**config.mk**
```make
export PLATFORM = sky130hd
export DESIGN_NAME = philv_ctrl_exec
export DESIGN_NICKNAME = d
export VERILOG_FILES = /design/src/rtl/philv_ctrl_exec.sv
export SDC_FILE = /design/constraint.sdc
export NUM_CORES = 1
export LEC_CHECK = 0
export ABC_AREA = 1
export CAP_MARGIN = 0
export CORE_ASPECT_RATIO = 1.75
export CORE_UTILIZATION = 50
export DETAILED_ROUTE_END_ITERATION = 8
export PLACE_DENSITY = 0.78
export SYNTH_ARGS = -nofsm -noshare
export SYNTH_HDL_FRONTEND = slang
export SYNTH_SLANG_ARGS = --single-unit
```
**constraint.sdc**
```tcl
create_clock -name clk -period 5.7 [get_ports clk]
set_input_delay 1.14 -clock clk [delete_from_list [all_inputs] [get_ports clk]]
set_output_delay 1.14 -clock clk [all_outputs]
set_load 0.01 [all_outputs]
```
**src/rtl/philv_ctrl_exec.sv**
```systemverilog
// PhilosophyV multicycle RV32I control/execute slice: FSM, decoder, ALU.
// Optional LUI support is enabled by defining PHILV_LUI_EN.
module philv_ctrl_exec #(
  parameter int XLEN = 32
) (
  input  logic            clk,
  input  logic            rstb,
  input  logic [XLEN-1:0] instr,
  input  logic [XLEN-1:0] pc,
  input  logic [XLEN-1:0] rs1_data,
  input  logic [XLEN-1:0] rs2_data,
  output logic [4:0]      rs1_addr,
  output logic [4:0]      rs2_addr,
  output logic [4:0]      rd_addr,
  output logic [XLEN-1:0] immed,
  output logic [3:0]      alu_funct,
  output logic [XLEN-1:0] alu_result,
  output logic            alu_zero,
  output logic            pc_write,
  output logic            ir_write,
  output logic            reg_write,
  output logic            reg_wr_src,
  output logic            alu_src_a,
  output logic [1:0]      alu_src_b,
  output logic            alu_override,
  output logic            illegal_instr,
  output logic [2:0]      state
);

  typedef enum logic [2:0] {
    S_IDLE  = 3'd0,
    S_FETCH = 3'd1,
    S_DEC   = 3'd2,
    S_EXE   = 3'd3,
    S_MEM   = 3'd4,
    S_WB    = 3'd5
  } state_t;

  localparam logic [3:0] F_ADD   = 4'd0;
  localparam logic [3:0] F_SUB   = 4'd1;
  localparam logic [3:0] F_SLL   = 4'd2;
  localparam logic [3:0] F_SLT   = 4'd3;
  localparam logic [3:0] F_SLTU  = 4'd4;
  localparam logic [3:0] F_XOR   = 4'd5;
  localparam logic [3:0] F_SRL   = 4'd6;
  localparam logic [3:0] F_SRA   = 4'd7;
  localparam logic [3:0] F_OR    = 4'd8;
  localparam logic [3:0] F_AND   = 4'd9;
  localparam logic [3:0] F_PASSB = 4'd10;

  state_t r_state;
  state_t w_next;

  logic [6:0]      w_opc;
  logic [2:0]      w_f3;
  logic            w_f7b;
  logic            w_is_r;
  logic            w_is_i;
  logic            w_is_lui;
  logic            w_legal;
  logic            w_sub;
  logic [3:0]      w_dec_f;
  logic [XLEN-1:0] w_a;
  logic [XLEN-1:0] w_b;

  assign w_opc    = instr[6:0];
  assign w_f3     = instr[14:12];
  assign w_f7b    = instr[30];
  assign w_is_r   = (w_opc == 7'b0110011);
  assign w_is_i   = (w_opc == 7'b0010011);
`ifdef PHILV_LUI_EN
  assign w_is_lui = (w_opc == 7'b0110111);
`else
  assign w_is_lui = 1'b0;
`endif
  assign w_legal  = w_is_r | w_is_i | w_is_lui;
  // SUB only exists in R-type; ADDI ignores bit 30.
  assign w_sub    = w_is_r & w_f7b;

  assign rs1_addr = instr[19:15];
  assign rs2_addr = instr[24:20];
  assign rd_addr  = instr[11:7];
  assign state    = r_state;

  // State register.
  always_ff @(posedge clk or negedge rstb) begin
    if (!rstb) r_state <= S_IDLE;
    else       r_state <= w_next;
  end

  // Next-state and Moore control outputs.
  always_comb begin
    w_next        = r_state;
    pc_write      = 1'b0;
    ir_write      = 1'b0;
    reg_write     = 1'b0;
    reg_wr_src    = 1'b0;
    alu_src_a     = 1'b0;
    alu_src_b     = 2'b00;
    alu_override  = 1'b0;
    illegal_instr = 1'b0;
    unique case (r_state)
      S_IDLE: w_next = S_FETCH;
      S_FETCH: begin
        ir_write     = 1'b1;
        pc_write     = 1'b1;
        alu_override = 1'b1;
        alu_src_b    = 2'b01;
        w_next       = S_DEC;
      end
      S_DEC: begin
        alu_override  = 1'b1;
        alu_src_b     = 2'b10;
        illegal_instr = ~w_legal;
        w_next        = w_legal ? S_EXE : S_FETCH;
      end
      S_EXE, S_MEM, S_WB: begin
        alu_src_a = 1'b1;
        alu_src_b = w_is_r ? 2'b00 : 2'b10;
        if (r_state == S_WB) begin
          reg_write  = 1'b1;
          reg_wr_src = 1'b1;
          w_next     = S_FETCH;
        end else if (r_state == S_EXE) begin
          w_next = S_MEM;
        end else begin
          w_next = S_WB;
        end
      end
      default: w_next = S_IDLE;
    endcase
  end

  // Immediate generation; shift-immediates carry only the shamt.
  always_comb begin
    immed = '0;
    if (w_is_i) begin
      if (w_f3 == 3'b001 || w_f3 == 3'b101)
        immed = {27'b0, instr[24:20]};
      else
        immed = {{20{instr[31]}}, instr[31:20]};
    end else if (w_is_lui) begin
      immed = {instr[31:12], 12'b0};
    end
  end

  // Instruction-driven ALU function.
  always_comb begin
    w_dec_f = F_ADD;
    unique case (1'b1)
      w_is_r, w_is_i: begin
        unique case (w_f3)
          3'b000: w_dec_f = w_sub ? F_SUB : F_ADD;
          3'b001: w_dec_f = F_SLL;
          3'b010: w_dec_f = F_SLT;
          3'b011: w_dec_f = F_SLTU;
          3'b100: w_dec_f = F_XOR;
          3'b101: w_dec_f = w_f7b ? F_SRA : F_SRL;
          3'b110: w_dec_f = F_OR;
          default: w_dec_f = F_AND;
        endcase
      end
      w_is_lui: w_dec_f = F_PASSB;
      default:  w_dec_f = F_ADD;
    endcase
  end

  assign alu_funct = alu_override ? F_ADD : w_dec_f;

  // Operand muxes.
  always_comb begin
    w_a = alu_src_a ? rs1_data : pc;
    unique case (alu_src_b)
      2'b00:   w_b = rs2_data;
      2'b01:   w_b = 32'd4;
      2'b10:   w_b = immed;
      default: w_b = '0;
    endcase
  end

  // ALU; unused function codes give zero.
  always_comb begin
    unique case (alu_funct)
      F_ADD:   alu_result = w_a + w_b;
      F_SUB:   alu_result = w_a - w_b;
      F_SLL:   alu_result = w_a << w_b[4:0];
      F_SLT:   alu_result = {31'b0, $signed(w_a) < $signed(w_b)};
      F_SLTU:  alu_result = {31'b0, w_a < w_b};
      F_XOR:   alu_result = w_a ^ w_b;
      F_SRL:   alu_result = w_a >> w_b[4:0];
      F_SRA:   alu_result = $unsigned($signed(w_a) >>> w_b[4:0]);
      F_OR:    alu_result = w_a | w_b;
      F_AND:   alu_result = w_a & w_b;
      F_PASSB: alu_result = w_b;
      default: alu_result = '0;
    endcase
  end

  assign alu_zero = (alu_result == '0);

endmodule

```
==> results.ini, run 1 <==
[global_route]
grt_max_degree = 77
grt_pass1_vias = 24336
grt_usage = 0.787
globalRouteOverflowTotal = 1073
grt_first_pass_wirelength_microns = 140000

[synth]
syn-num-nets = 2504
synth_cell_types = 49
postSynthAreaPerCell_sq_um = 5.02
yosys_register_bits = 3
synth_top_area_share = 0.202
syn-cell-area_sq_um = 11400
ys_top_cells_by_area = nand2_1 (20%), nand3_1 (18%), ha_1 (11%), inv_1 (9.8%), nor2_1 (7.7%)
yosys_warnings = 0
yosysSeqAreaShare = 0.00659
synth_cells = 2270
yosysTopAreaCell = nand2_1

[die]
io_pins = 226
start_util = 0.512
die_w_microns = 116
rows = 72
die_y_microns = 202

[placed_design]
place_ws_ps = -1530
gp_congestion = 1.33
hpwl_microns = 52300
io_buffer_count = 205
place_area_sq_um = 17300

[status]
haltStage = global routing
error_line = [ERROR GRT-0116] Global routing finished with congestion. Check the congestion regions in the DRC Viewer.
status = stopped before the end

[clocking]
postCtsHoldBufs = 0
clock-sinks = 3
htreeDepth = 1
cts_buffers = 3
ctsRootBufferMaster = clkbuf_16
cts_buffer_depth = 2

[synthesized netlist by cell type (all sizes together)]
cell     number
nor2        244
and3          1
dfrtp         3
fa            2
ha          102
clkinv        4
xor2          7
o2111ai       2
buf         107
o211ai       21
a21o          2
o31ai         1
nand4        32
o21a          8
nand3       414
a221oi        1
o21bai        6
a21oi       135
nor4          4
o21ai       164
a21boi        2
nand3b        4
a32oi         1
inv         307
or2           2
and2          1
o22ai        10
clkbuf       32
a31oi         2
a211oi        3
o221ai        4
nand2       625
nor3         17
[through the flow]
stage | setup TNS, ps | std cells
3_5_place_dp | -28310 | 3176
4_1_cts | -278 | 3249
2_1_floorplan | 0 | 2270
3_3_place_gp | -24190 | 3176
[cells by family after synthesis]
family | count (synthesis) | synth area share
buffers and inverters | 450 | 0.174
flip-flops | 3 | 0.00659
AND/OR/NAND/NOR | 1344 | 0.514
adder cells (fa/ha/maj) | 104 | 0.116
AO/OA/AOI/OAI | 362 | 0.184
XOR/XNOR | 7 | 0.00538
[layer usage]
layer | overflow | global-route usage
met5 | 0 | 0.0156
met4 | 236 | 0.948
met3 | 1 | 0.444
met2 | 833 | 1.11
met1 | 3 | 0.718
[what timing repair did]
| item | 4_1_cts |
|---|---|
| cloned | 2 |
| endpoints found under the setup margin | 33 |
| endpoints found under the hold margin | 0 |
| pin swaps | 128 |
| resized for setup | 457 |
| setup buffers | 67 |
==> run 2: changes to the inputs <==
--- a/config.mk
+++ b/config.mk
@@ -7,10 +7,9 @@
 export LEC_CHECK = 0
 export ABC_AREA = 1
 export CAP_MARGIN = 0
-export CORE_ASPECT_RATIO = 1.75
-export CORE_UTILIZATION = 50
+export CORE_UTILIZATION = 40
 export DETAILED_ROUTE_END_ITERATION = 8
-export PLACE_DENSITY = 0.78
+export PLACE_DENSITY_LB_ADDON = 0.15
 export SYNTH_ARGS = -nofsm -noshare
 export SYNTH_HDL_FRONTEND = slang
 export SYNTH_SLANG_ARGS = --single-unit
==> constraint.sdc (replaced) <==
create_clock -name clk -period 7.4 [get_ports clk]
set_input_delay 1.48 -clock clk [delete_from_list [all_inputs] [get_ports clk]]
set_output_delay 1.48 -clock clk [all_outputs]
set_load 0.01 [all_outputs]
==> run 2 against run 1 <==
The run now ends clean. Synthesized cell count unchanged. Area after synthesis unchanged.
==> results.ini, run 2 <==
[status]
status = completed

[synth]
syn-cell-area_sq_um = 11400  ; unchanged
async_reset_ff_frac = 1.00  ; unchanged
synth_edf_count = 0  ; unchanged
ys_top_cells_by_count = nand2_1 (614), nand3_1 (405), inv_1 (298), nor2_1 (233), a21oi_1 (134)
synthMostInstantiatedCell = nand2_1
synth_cell_types = 49  ; unchanged
synth_top_area_share = 0.202  ; unchanged
synth_cells = 2270  ; unchanged
ys_top_cells_by_area = nand2_1 (20%), nand3_1 (18%), ha_1 (11%), inv_1 (9.8%), nor2_1 (7.7%)
postSynthAreaPerCell_sq_um = 5.02  ; unchanged
synth_top_flop_cell = dfrtp_1
syn-num-nets = 2504  ; unchanged
yosys_register_bits = 3  ; unchanged
yosysSeqAreaShare = 0.00659  ; unchanged
yosys_warnings = 0  ; unchanged
yosysTopAreaCell = nand2_1

[global_route]
grt_max_degree = 77
globalRouteOverflowTotal = 0
grt_first_pass_wirelength_microns = 97700
antenna_found_initial = 1
grt_pass1_vias = 16649
grt_usage = 0.452

[final_layout]
area_growth_pct = 54.9
nFillCells = 2824
multi_input_area_sq_um = 10100
seq_area_sq_um = 75.1
nets = 3048
postLayoutCoreUtil = 0.632
final_cell_mix = nand2_1 (595), buf_4 (465), nand3_1 (392)
largest_register_ffs = 3
drive_gt1_frac = 0.253
layout_commonest_cell = nand2_1

[timing]
fin_crit_ps = 7350
setup_violations = 0
period_share = 0.993
worstMarginPinSlew_ps = 1340
rsz0062_at_grt = yes
whs_ps = 699
skew_ps = 0.402
finalHoldViolCount = 0
max_freq_mhz = 136
report.final.slew_viol_count = 0
max_slew_margin = 0.0984

[hold_path]
hold_class = flip-flop to flip-flop
hp-start = state[1]

[clocking]
clock-sinks = 3  ; unchanged
ctsRootBufferMaster = clkbuf_16
clk_pin_slew_ps = 30
cts_buffers = 3  ; unchanged
cts_buffer_depth = 2  ; unchanged
htreeDepth = 1  ; unchanged
clk-insertion-delay-late_ps = 230
tritoncts = built

[placed_design]
io_buffer_count = 205  ; unchanged
gp_congestion = 1.15  ; -13%
hpwl_microns = 57000  ; +8.9%

[drt]
drcViolationCount = 0
vias = 18158
dr.pass1.iters = 8
routedWlPerCell_microns = 21.5
wirelength_microns = 68800
routed_via_density = 5.69
drtAntennaViolNets = 0
first_iter_violations = 2599

[worst_setup_path]
timing.critical_path.mode_cell = nand2_1
required_ps = 5920
arrival_ps = 5870
endpoint_kind = output port
slowest_stage = clkdlybuf4s50_1
cp-start-kind = input pin
cpLargestDelayFamily = buffers and inverters
critPathKind = input pin to output port
path_max_fanout = 7
critPathLaunch = instr[0]
path_buf_inv = 11
slowest_delay_ps = 510
r2r_start = state[1]

[die]
io_pins = 226  ; unchanged
design.core.area_sq_um = 27900
die_y_microns = 171  ; -15%
start_util = 0.408  ; -0.104
rows = 61  ; -15%
die_w_microns = 171  ; +47%
dieArea_sq_um = 29200

[job]
cap_violations = 0

-- run 2: per-layer routing --
metal	vias to the layer above	GRT usage	wire [microns]
met5	-	0	52
met1	8221	0.545	25800
li1	8463	-	-
met3	254	0.111	7930
met2	1216	0.690	28900
met4	4	0.344	6100
-- run 2: final timing paths --
check,endpoint,slack (ps),cells after the start
worst max-delay path,alu_result[18],50,31
worst min-delay path,state[0],700,1
worst max register to register,state[2],5960,5
worst min register to register,state[0],700,1
max in group asynchronous,state[1],5760,1
min in group asynchronous,state[2],1460,1
-- run 2: logic make-up (layout without fill, tap and decap cells) --
family,count (synthesis),count (layout),share of synthesized area
and+or+nand+nor,1344,1344,0.514
DFF,3,3,0.00659
other,0,1,0
buffers and inverters,450,993,0.174
adders and majority gates,104,104,0.116
xor gates and xnor gates,7,7,0.00538
AOI/OAI and AO/OA,362,362,0.184
-- run 2: final cells by class --
cell class                      instances  area share
Sequential cell                         3     0.00426
Antenna cell                            1    0.000142
Inverter                              311      0.0667
Clock buffer                            4     0.00447
Multi-Input combinational cell       1817       0.575
Timing Repair Buffer                  678       0.323
Tap cell                              378      0.0268
-- run 2: metrics by stage --
stage | setup WS (ps) | setup TNS, ps | std cells | area, sq um
global placement | -870 | -4090 | 3165 | 16500
global route | -135 | -469 | 3191 | 17600
detailed placement | -788 | -4300 | 3165 | 16500
finish | 53.1 | 0 | 3192 | 17600
floorplan | 319 | 0 | 2270 | 11400
CTS | -60.7 | -102 | 3175 | 16900
-- run 2: repair_timing --
| item | CTS | global route |
|---|---|---|
| cloned | 0 | 1 |
| hold buffers | 0 | 0 |
| endpoints found under the setup margin | 19 | 27 |
| resized for setup | 66 | 188 |
| buffers inserted | 6 | 15 |
| pin swaps | 8 | 41 |
Power of run 2 is left out: the tool's default activity adds up to more than one toggle a clock period on the data nets, which glitch-free logic cannot reach.
